## src/rtl/csi_pckt_handler.sv

```systemverilog
// CSI-2 style packet parser: header decode, frame tracking, payload extraction with byte enables.
// Optional VC_FILTER_EN: drop packets whose virtual channel differs from parameter VC.
module csi_pckt_handler #(
  parameter int         LANES = 2,
  parameter logic [1:0] VC    = 2'd0
) (
  input  logic               clk,
  input  logic               reset_n,
  input  logic [8*LANES-1:0] din,
  input  logic               din_valid,
  output logic [8*LANES-1:0] dout,
  output logic [LANES-1:0]   dout_be,
  output logic               dout_valid,
  output logic               fr_active,
  output logic               fr_valid,
  output logic [15:0]        line_count,
  output logic               err_trunc
);

  localparam logic [15:0] LANES_W = 16'(LANES);
  localparam logic [2:0]  LANES_H = 3'(LANES);

  typedef enum logic [2:0] {IDLE, HDR, PAYLOAD, FOOTER, DRAIN} state_t;

  state_t             state_q, state_d;
  logic [31:0]        hdr_q, hdr_d;
  logic [2:0]         hdr_cnt_q, hdr_cnt_d;
  logic [15:0]        rem_q, rem_d;
  logic [1:0]         ftr_q, ftr_d;
  logic [8*LANES-1:0] dout_q, dout_d;
  logic [LANES-1:0]   be_q, be_d;
  logic               dv_q, dv_d;
  logic               fr_active_q, fr_active_d;
  logic [15:0]        line_q, line_d;
  logic               err_q, err_d;

  logic [31:0]        hdr_next;
  logic               hdr_last;
  logic [15:0]        wc;
  logic               vc_ok;
  logic [15:0]        n_pay;
  logic [15:0]        fb;
  logic [LANES-1:0]   be_calc;

  // State and output registers
  always_ff @(posedge clk or negedge reset_n) begin
    if (!reset_n) begin
      state_q     <= IDLE;
      hdr_q       <= 32'd0;
      hdr_cnt_q   <= 3'd0;
      rem_q       <= 16'd0;
      ftr_q       <= 2'd0;
      dout_q      <= '0;
      be_q        <= '0;
      dv_q        <= 1'b0;
      fr_active_q <= 1'b0;
      line_q      <= 16'd0;
      err_q       <= 1'b0;
    end else begin
      state_q     <= state_d;
      hdr_q       <= hdr_d;
      hdr_cnt_q   <= hdr_cnt_d;
      rem_q       <= rem_d;
      ftr_q       <= ftr_d;
      dout_q      <= dout_d;
      be_q        <= be_d;
      dv_q        <= dv_d;
      fr_active_q <= fr_active_d;
      line_q      <= line_d;
      err_q       <= err_d;
    end
  end

  // Next-state, header decode and payload/footer accounting
  always_comb begin
    state_d     = state_q;
    hdr_d       = hdr_q;
    hdr_cnt_d   = hdr_cnt_q;
    rem_d       = rem_q;
    ftr_d       = ftr_q;
    dout_d      = dout_q;
    be_d        = '0;
    dv_d        = 1'b0;
    fr_active_d = fr_active_q;
    line_d      = line_q;
    err_d       = 1'b0;

    // Header bytes shift in from the right; byte 0 ends up in [31:24]
    hdr_next = 32'({hdr_q, din});
    hdr_last = ((hdr_cnt_q + LANES_H) == 3'd4);
    wc       = {hdr_next[15:8], hdr_next[23:16]};
`ifdef VC_FILTER_EN
    vc_ok    = (hdr_next[31:30] == VC);
`else
    vc_ok    = 1'b1 | (hdr_next[31:30] == VC);
`endif
    n_pay    = (rem_q < LANES_W) ? rem_q : LANES_W;
    fb       = LANES_W - n_pay;
    be_calc  = '0;
    for (int i = 0; i < LANES; i++) begin
      be_calc[LANES-1-i] = (16'(i) < n_pay);
    end

    case (state_q)
      IDLE, HDR: begin
        if (din_valid) begin
          hdr_d = hdr_next;
          if (hdr_last) begin
            hdr_cnt_d = 3'd0;
            if (!vc_ok) begin
              state_d = DRAIN;
            end else if (hdr_next[29:24] < 6'h10) begin
              state_d = DRAIN;
              if (hdr_next[29:24] == 6'h00) begin
                fr_active_d = 1'b1;
                line_d      = 16'd0;
              end else if (hdr_next[29:24] == 6'h01) begin
                fr_active_d = 1'b0;
              end else begin
                fr_active_d = fr_active_q;
              end
            end else begin
              rem_d = wc;
              if (wc == 16'd0) begin
                state_d = FOOTER;
                ftr_d   = 2'd2;
              end else begin
                state_d = PAYLOAD;
              end
            end
          end else begin
            hdr_cnt_d = hdr_cnt_q + LANES_H;
            state_d   = HDR;
          end
        end else if (state_q == HDR) begin
          err_d     = 1'b1;
          state_d   = IDLE;
          hdr_cnt_d = 3'd0;
        end else begin
          state_d = IDLE;
        end
      end
      PAYLOAD: begin
        if (din_valid) begin
          if (fr_active_q) begin
            dout_d = din;
            be_d   = be_calc;
            dv_d   = 1'b1;
          end else begin
            dv_d = 1'b0;
          end
          if (rem_q <= LANES_W) begin
            rem_d = 16'd0;
            // Trailing bytes of the last payload word belong to the CRC
            if (fb >= 16'd2) begin
              line_d  = fr_active_q ? line_q + 16'd1 : line_q;
              state_d = DRAIN;
            end else begin
              ftr_d   = 2'(16'd2 - fb);
              state_d = FOOTER;
            end
          end else begin
            rem_d = rem_q - LANES_W;
          end
        end else begin
          err_d   = 1'b1;
          state_d = IDLE;
          rem_d   = 16'd0;
        end
      end
      FOOTER: begin
        if (din_valid) begin
          if ({14'd0, ftr_q} <= LANES_W) begin
            ftr_d   = 2'd0;
            line_d  = fr_active_q ? line_q + 16'd1 : line_q;
            state_d = DRAIN;
          end else begin
            ftr_d = ftr_q - LANES_W[1:0];
          end
        end else begin
          err_d   = 1'b1;
          state_d = IDLE;
          ftr_d   = 2'd0;
        end
      end
      DRAIN: begin
        if (!din_valid) begin
          state_d = IDLE;
        end else begin
          state_d = DRAIN;
        end
      end
      default: begin
        state_d = IDLE;
      end
    endcase
  end

  assign dout       = dout_q;
  assign dout_be    = be_q;
  assign dout_valid = dv_q;
  assign fr_valid   = dv_q;
  assign fr_active  = fr_active_q;
  assign line_count = line_q;
  assign err_trunc  = err_q;

endmodule

```

## config.mk

```make
export PLATFORM = sky130hd
export DESIGN_NAME = csi_pckt_handler
export DESIGN_NICKNAME = d
export VERILOG_FILES = /design/src/rtl/csi_pckt_handler.sv
export SDC_FILE = /design/constraint.sdc
export NUM_CORES = 1
export LEC_CHECK = 0
export ABC_AREA = 1
export ABC_CLOCK_PERIOD_IN_PS = 2500
export CAP_MARGIN = 10
export CORE_ASPECT_RATIO = 0.5
export CORE_MARGIN = 5
export CORE_UTILIZATION = 50
export DETAILED_ROUTE_END_ITERATION = 6
export PLACE_DENSITY = 0.74
export RECOVER_POWER = 25
export SLEW_MARGIN = 20
export SYNTH_ARGS = -nofsm -noshare
export SYNTH_HDL_FRONTEND = slang
export SYNTH_SLANG_ARGS = --single-unit
```

## constraint.sdc

```tcl
create_clock -name clk -period 2.5 [get_ports clk]
set_input_delay 0.25 -clock clk [delete_from_list [all_inputs] [get_ports clk]]
set_output_delay 0.25 -clock clk [all_outputs]
set_load 0.01 [all_outputs]
```

==> run_results.csv <==
group,metric,value,unit
clock_tree,htreeDepth,3,
status,status,"complete, but fails checks",
yosys,synth_ff_type,"dfrtp_1",
pwr,power,5620,uW
timing,hold_ws,367,ps
hold_path,hold_class,"input port to async pin",
timing,fmax,0.442,GHz
finish,antennaDiodeCount,0,
grt,grt_pass1_vias,3418,
timing,period_share,0.906,
pwr,power_leakage,0.00239,uW
placement,dp.cells,687,
clock_tree,cts_tree,"done",
worst_setup_path,cp-end-kind,"flop",
yosys,syn-mean-instance-area,7.78,um^2
pwr,ir_drop,0.000531,V
yosys,syn_area,4070,um^2
yosys,ys_seq_elements,74,
routing,drt_first_iter_violations,242,
floorplan,start_util,0.511,
yosys,synthTopCellsByArea,"dfrtp_1 (45%), nand2_1 (14%), nor2_1 (5.7%)",
floorplan,io_pins,57,
yosys,seq_area_frac_synth,0.455,
clock_tree,cts_buffer_depth,2,
yosys,synth_top_area_cell,"dfrtp_1",
finish,fin_area,5080,um^2
yosys,async_flop_share,1.00,
grt,grt_pass1_wl,16800,um
clock_tree,cts.sinks,74,
finish,layout.nets,613,
pwr,powerDensity,1110,nW/um^2
worst_setup_path,crit_start,"rem_q[4]",
placement,place_area,4760,um^2
worst_setup_path,start_kind,"flop",
yosys,ys_top_cells_by_count,"nand2_1 (150), dfrtp_1 (74), nor2_1 (62)",
worst_setup_path,cp.required,2720,ps
clock_tree,cts.clk_slew.worst_paths,60,ps
grt,antenna_found_initial,0,
run,drv_cap,1,
routing,num_vias,3637,
yosys,synth_fp_nets,549,
routing,totalWireLength,9890,um
floorplan,coreArea,7970,um^2
floorplan,die_w,138,um
yosys,yosys_warnings,0,
timing,setup_viol,0,
worst_setup_path,ff2ff_setup_slack,240,ps
yosys,synth_top_cell_area_share,0.455,
clock_tree,clock-root-buffer,"clkbuf_16",
placement,gp_congestion,0.875,
routing,drtPass1Iterations,5,
timing,min_period,2260,ps
worst_setup_path,worstSetupPathType,"flop to flop",
clock_tree,insertion_delay,340,ps
routing,drc,0,
yosys,synth.most_common_cell,"nand2_1",
timing,tightest_slew,1800,ps
floorplan,die-area,10200,um^2
timing,hold_violations,0,
worst_setup_path,critical_path.endpoint,"ftr_q[0]",
worst_setup_path,worst-r2r-cell-count,15,
finish,area_growth,24.7,%
routing,detail-route-antenna-nets,0,
worst_setup_path,r2r_end,"ftr_q[0]",
worst_setup_path,worstPathArrival,2490,ps
timing,postLayoutSetupSlackWorst,236,ps
finish,nFillCells,724,
placement,dp_worst_setup_slack,56.5,ps
placement,portBuffers,56,
floorplan,fp-row-count,23,
grt,grt-ovfl-total,0,
clock_tree,numCtsBuffers,9,
yosys,syn_inst,523,
routing,routedWlPerCell,14.1,um
timing,skew,9.56,ps
timing,slew_headroom,-0.202,
finish,finalNonFillerCells,704,
finish,drive_above_1_share,0.0963,
floorplan,die_h,73.8,um
yosys,synth_edf_count,0,
clock_tree,cts-hold-fix-buffers,0,
grt,globalRouteTotalUtil,0.214,
worst_setup_path,r2r_start,"rem_q[4]",
status,violations,"capacitance limit, slew limit",
grt,grt_max_degree,75,
yosys,ys_types,33,
worst_setup_path,worstPathMaxFanout,5,
placement,hpwlAfterDp,7310,um
routing,vias_per_cell,5.17,
timing,timing.final.max_slew_violations,75,
==> registers in the layout (all words and copies together) (netlist names) <==
signal and count:
hdr_q 14, fr_active 1, state_q 3, rem_q 16, line_count 16, err_trunc 1
dout_be 2, ftr_q 2, dout_valid 1, dout 16, hdr_cnt_q 2
==> critical path, stage by stage, from the launching register on <==
cell and delay, ps:
dfrtp_1 390, nor2_1 190, nand2_2 120, nor2_4 140, nand2_4 80, nor2_2 130, inv_1 100, ha_1 240
nor3_4 160, nor2_1 70, nor2_1 90, nand3_1 110, nor2_2 160, nand2_1 70, nand2_1 60, nand2_1 40
==> metrics by stage <==
step / TNS, ps / util
final: 0 / 0.637
after global routing: -16.8 / 0.637
after CTS: 0 / 0.633
after detailed placement: 0 / 0.597
after global placement: 0 / 0.597
after floorplan: 0 / -
==> repair_timing <==
| action | in CTS | in global routing |
|---|---|---|
| gates resized for setup | 0 | 7 |
| buffers inserted | 0 | 1 |
| setup endpoints to repair | 0 | 20 |
==> cell families after synthesis <==
logic type / Yosys count / synth area share
DFF: 74 / 0.455
xor gates and xnor gates: 22 / 0.0473
and+or+nand+nor: 280 / 0.306
adders and majority gates: 7 / 0.0215
buffers and inverters: 65 / 0.0685
AOI/OAI and AO/OA: 75 / 0.102
==> layout by cell type (no fill, tap or decap), types with 5 or more instances in the layout <==
cell,instances
a21oi_1,20
a22oi_1,9
buf_4,12
clkbuf_16,9
clkdlybuf4s50_1,55
dfrtp_1,74
ha_1,7
inv_1,46
nand2_1,149
nand2_2,8
nand3_1,32
nand3b_1,5
nand4_1,6
nor2_1,58
o21ai_0,39
xor2_1,19
==> report_power, final <==
group / total (uW) / internal, uW / switching [uW]
logic: 2450 / 971 / 1480
registers: 1940 / 1630 / 313
clock network: 1230 / 707 / 526
total: 5620 / 3310 / 2320
==> area by class of cell <==
type | count | area, um^2 | share of cell area
multi-input cells | 384 | 1960 | 0.387
clock buffers | 10 | 239 | 0.0471
repair buffers | 68 | 646 | 0.127
clock inverters | 6 | 48.8 | 0.00961
flip-flops and latches | 74 | 1850 | 0.365
well taps | 112 | 140 | 0.0276
inverters | 50 | 188 | 0.0370
==> metal layers <==
layer	global-route usage	routed length, um	vias up
met4	0.0808	152	0
met1	0.292	4560	1709
li1	-	-	1799
met5	0	0	-
met2	0.329	4480	113
met3	0.0561	699	16
==> how the worst min path moves through the flow <==
| stage | endpoint | from | depth (start not counted) |
|---|---|---|---|
| global placement | line_count[2] | reset_n | 1 |
| finish | line_count[3] | reset_n | 1 |
| CTS | line_count[1] | reset_n | 1 |
| floorplan | dout[0] | reset_n | 0 |
| global route | dout[11] | dout[11] | 2 |
| detailed placement | line_count[3] | reset_n | 1 |
Power figures use the tool's default switching activity.
